### config.mk
export PLATFORM = sky130hd
export DESIGN_NAME = pipelined_addsub
export DESIGN_NICKNAME = d
export VERILOG_FILES = /design/src/rtl/pipelined_addsub.sv
export SDC_FILE = /design/constraint.sdc
export NUM_CORES = 1
export LEC_CHECK = 0
export CORE_UTILIZATION = 57
export CTS_CLUSTER_SIZE = 12
export DETAILED_ROUTE_END_ITERATION = 6
export PLACE_DENSITY_LB_ADDON = 0.15
export SYNTH_ARGS = -nofsm -noshare
export SYNTH_HDL_FRONTEND = slang
export SYNTH_SLANG_ARGS = --single-unit
### constraint.sdc
create_clock -name clk -period 3.9 [get_ports clk]
set_input_delay 0.78 -clock clk [delete_from_list [all_inputs] [get_ports clk]]
set_output_delay 0.78 -clock clk [all_outputs]
set_load 0.005 [all_outputs]
### src/rtl/pipelined_addsub.sv
// Pipelined adder/subtractor: each stage adds one CW-bit chunk and hands its
// carry to the next stage; valid/ready handshake with a single global stall.
module pipelined_addsub #(
  parameter int unsigned WIDTH  = 16,
  parameter int unsigned STAGES = 4
) (
  input  logic             clk,
  input  logic             rst_n,
  input  logic             in_valid,
  output logic             in_ready,
  input  logic [WIDTH-1:0] ina,
  input  logic [WIDTH-1:0] inb,
  input  logic             cin,
  input  logic             sub,
  output logic             out_valid,
  input  logic             out_ready,
  output logic [WIDTH-1:0] sum,
  output logic             cout,
  output logic             ovf
);

  localparam int unsigned CW  = (STAGES == 0) ? WIDTH : WIDTH / STAGES;
  localparam int unsigned TOP = WIDTH - CW;

  if (STAGES < 1) begin : g_bad_stages
    $error("pipelined_addsub: STAGES must be at least 1");
  end else if ((WIDTH % STAGES) != 0) begin : g_bad_split
    $error("pipelined_addsub: WIDTH must be a multiple of STAGES");
  end

  logic              adv;
  logic [WIDTH-1:0]  b_eff;
  logic              c0;

  // Per-stage combinational inputs (stage 0 fed from the operand ports)
  logic [WIDTH-1:0]  st_a   [STAGES];
  logic [WIDTH-1:0]  st_b   [STAGES];
  logic [WIDTH-1:0]  st_res [STAGES];
  logic [STAGES-1:0] st_c;
  logic [STAGES-1:0] st_v;
  logic [CW:0]       chunk  [STAGES];
  logic [STAGES-1:0] chunk_ovf;

  // Stage registers
  logic [STAGES-1:0] vld_q;
  logic [STAGES-1:0] cy_q;
  logic [STAGES-1:0] ov_q;
  logic [WIDTH-1:0]  a_q    [STAGES];
  logic [WIDTH-1:0]  b_q    [STAGES];
  logic [WIDTH-1:0]  res_q  [STAGES];

  // The whole pipe moves only when the output slot is free or being drained
  assign adv      = out_ready | ~vld_q[STAGES-1];
  assign in_ready = adv;

  // Operand preparation: subtraction is A + ~B + 1
  always_comb begin
    b_eff = sub ? ~inb : inb;
    c0    = sub ? 1'b1 : cin;
  end

  // Remaining operand chunks sit at the bottom of st_a/st_b; finished result
  // chunks enter res from the top so that chunk 0 lands at bit 0 at the end.
  always_comb begin
    st_a[0]   = ina;
    st_b[0]   = b_eff;
    st_res[0] = '0;
    st_c[0]   = c0;
    st_v[0]   = in_valid;
    for (int k = 1; k < STAGES; k++) begin
      st_a[k]   = a_q[k-1];
      st_b[k]   = b_q[k-1];
      st_res[k] = res_q[k-1];
      st_c[k]   = cy_q[k-1];
      st_v[k]   = vld_q[k-1];
    end
  end

  // Chunk adders; the overflow term is only meaningful in the final stage,
  // where the chunk top bits are the operand and result MSBs.
  always_comb begin
    for (int k = 0; k < STAGES; k++) begin
      chunk[k] = (CW+1)'(st_a[k][CW-1:0]) + (CW+1)'(st_b[k][CW-1:0])
               + (CW+1)'(st_c[k]);
      chunk_ovf[k] = (st_a[k][CW-1] == st_b[k][CW-1])
                   & (chunk[k][CW-1] != st_a[k][CW-1]);
    end
  end

  always_ff @(posedge clk or negedge rst_n) begin
    if (!rst_n) begin
      vld_q <= '0;
      cy_q  <= '0;
      ov_q  <= '0;
      for (int k = 0; k < STAGES; k++) begin
        a_q[k]   <= '0;
        b_q[k]   <= '0;
        res_q[k] <= '0;
      end
    end else if (adv) begin
      for (int k = 0; k < STAGES; k++) begin
        vld_q[k] <= st_v[k];
        cy_q[k]  <= chunk[k][CW];
        ov_q[k]  <= chunk_ovf[k];
        a_q[k]   <= st_a[k] >> CW;
        b_q[k]   <= st_b[k] >> CW;
        res_q[k] <= (st_res[k] >> CW) | (WIDTH'(chunk[k][CW-1:0]) << TOP);
      end
    end
  end

  assign out_valid = vld_q[STAGES-1];
  assign sum       = res_q[STAGES-1];
  assign cout      = cy_q[STAGES-1];
  assign ovf       = ov_q[STAGES-1];

endmodule

==> results.cfg <==
[outcome]
outcome = completed

[min_path]
worst_hold_path_type = flop to flop
timing.hold.worst_path_depth = 2

[clock_network]
path_clk_slew_ns = 0.10
cts.hold.buffers_added = 0
cts_sinks = 97
clock_tree.root_cell = sky130_fd_sc_hd__clkbuf_8
clk-insertion-delay-late_ns = 0.36
clock_path_buffers = 2
tritoncts = yes
cts_setup_buffers = 0
numCtsBuffers = 9
cts-htree-levels = 3
ctsResizeCount = 0

[sta]
whs_ns = 0.471
final_setup_slack_of_the_worst_path_ns = 1.20
tightestPinTransition_ns = 0.960
maxClockFrequency_ghz = 0.370
setup_viol_count_final = 0
relSlewSlack_pct = 36.0
drv_slew = 0
clock_skew_ns = 0.00859
min_period_over_period_pct = 69.3
grt_setup_unrepaired = false
layout_min_cycle_time_ns = 2.70
timing.final.hold_violations = 0
final.setup.tns_ns = 0

[global_route]
grt_antenna_before_repair = 0
grt_use_met2_pct = 32.3
grt-busiest-layer = met2
grt_pass1_vias = 2881
grt-ovfl-total = 0
grt_start_max_net_pins = 98
grt_util_all_layers_pct = 20.2
first_pass_grt_wire_length_mm = 13.1
grt_use_met3_pct = 3.64
global_route.usage.met1_pct = 27.8

[worst_setup_path]
cp_max_fo = 2
crit_arrival_ns = 1.92
required_arrival_time_at_the_worst_endpoint_ns = 3.12
timing_worst_setup_path_type = primary input to primary output
critical_path.endpoint_type = primary output
rr_worst_depth = 5
worstSetupStartpointType = primary input

[cells_and_area]
final-seq-area_um2 = 2430
antenna_cell_count = 0
final_design_area_no_fill_um2 = 5100
final_core_utilization_pct = 69.2
nNetsFinal = 559
mostFrequentLayoutCell = sky130_fd_sc_hd__nand2_1
synthToLayoutAreaGrowth_pct = 16.0
final_layout_size_suffix_gt1_share_pct = 5.14
area_of_combinational_cells_with_multiple_inputs_um2 = 1670
layout.cells.non_filler = 605
num-fill-cells = 604
layout.cells.most_common_list = 205 x sky130_fd_sc_hd__nand2_1, 97 x sky130_fd_sc_hd__dfrtp_1, 56 x sky130_fd_sc_hd__clkdlybuf4s50_1

[run]
cap_viol_max_count = 0

[synthesis]
synth-seq-cells = 97
synth.net_count = 525
yosysUniqueCellTypes = 27
yosysTopAreaCell = sky130_fd_sc_hd__dfrtp_1
seq_area_frac_synth_pct = 55.2
synthesis.area_per_instance_um2 = 9.42
count_of_yosys_warnings_during_synthesis = 0
syn_area_um2 = 4400
yosys-top-cells-area = sky130_fd_sc_hd__dfrtp_1 55%, sky130_fd_sc_hd__nand2_1 17%, sky130_fd_sc_hd__fa_1 3.6%, sky130_fd_sc_hd__buf_4 3.6%, sky130_fd_sc_hd__ha_1 3.4%
postSynthCellCount = 467
post-synth-top-area-fraction_pct = 55.2

[floorplan]
design.core.area_um2 = 7370
fp.dieArea_um2 = 8070
io_pins = 58
die_height_um = 89.8
num_rows = 31
floorplan.initialDensity_pct = 59.7
fp.dieW_um = 89.8

[routing]
route.detailed.vias_per_inst = 4.87
drt-initial-drc-count = 148
wirelength_mm = 7.19
wl_per_cell_um = 11.9
first_pass_iters = 4
drt_drc_violations_left = 0
route.vias.total = 2945
postRouteAntennaNets = 0

[place]
placement.io_buffers = 57
gp_congestion = 0.722
placement.setup.worst_slack_ns = 0.810
post_dp_cell_area_um2 = 4880
placed_cells = 589
place_hpwl_mm = 4.71

[pwr]
fin_total_pwr_mw = 3.79
p_leak_nw = 2.52
powerDensity_nw_per_um2 = 744
ir_worst_vdd_v = 0.000345
-- critical path, stage by stage --
cell and delay (ns):
sky130_fd_sc_hd__clkdlybuf4s50_1 0.50, sky130_fd_sc_hd__nor2b_4 0.06, sky130_fd_sc_hd__inv_2 0.08, sky130_fd_sc_hd__clkdlybuf4s50_1 0.50
-- Yosys cell counts, drive strengths merged --
master	n
a21o	4
or3	1
dfrtp	97
xnor2	15
ha	12
nand2b	1
a22oi	2
o31ai	1
buf	36
fa	8
nor2b	4
clkbuf	3
a31o	1
nor2	11
or2	1
and2	1
o21ai	26
inv	13
a21oi	14
nand3b	1
nand2	205
o21a	1
xor2	9
-- cells by family after synthesis --
kind of cell               count (synthesis)  synth area share (%)
xor gates and xnor gates                  24                  4.78
AOI/OAI and AO/OA                         49                  6.12
and+or+nand+nor                          225                  19.9
buffers and inverters                     52                  6.94
adders and majority gates                 20                  7.06
DFF                                       97                  55.2
-- final cells by class --
type                       count  share of cell area (%)
inverter                      13                   0.957
tap                           99                    2.43
sequential                    97                    47.6
multi-input combinational    318                    32.8
clock inverter                 7                    1.94
timing repair buffer          62                    11.9
clock buffer                   9                    2.43
-- registers in the layout (all words and copies together), names as in the netlist --
signal,count
cy_q,4
b_q,24
ov_q,1
a_q,24
vld_q,4
res_q,24
sum,16
-- where the power goes --
| group | leakage [nW] | internal [mW] | switching [mW] |
|---|---|---|---|
| registers | 1.17 | 1.45 | 0.235 |
| clock network | 0.111 | 0.367 | 0.351 |
| logic | 1.24 | 0.673 | 0.717 |
-- routing by layer --
| metal | up-vias | part of all wire [%] |
|---|---|---|
| met2 | 63 | 45 |
| met1 | 1366 | 50 |
| li1 | 1505 | - |
| met3 | 11 | 3.3 |
| met4 | 0 | 1.7 |
| met5 | - | 0 |
-- worst paths after layout --
path	start	endpoint	slack, ns
worst max-delay path	out_ready	in_ready	1.20
worst min-delay path	sum[3]$_DFFE_PN0P_	sum[3]$_DFFE_PN0P_	0.47
worst max register to register	cy_q[1]$_DFFE_PN0P_	res_q[30]$_DFFE_PN0P_	2.14
worst min register to register	sum[3]$_DFFE_PN0P_	sum[3]$_DFFE_PN0P_	0.47
max in group asynchronous	rst_n	res_q[45]$_DFFE_PN0P_	2.61
min in group asynchronous	rst_n	vld_q[1]$_DFFE_PN0P_	0.57
Power figures use the tool's default switching activity.
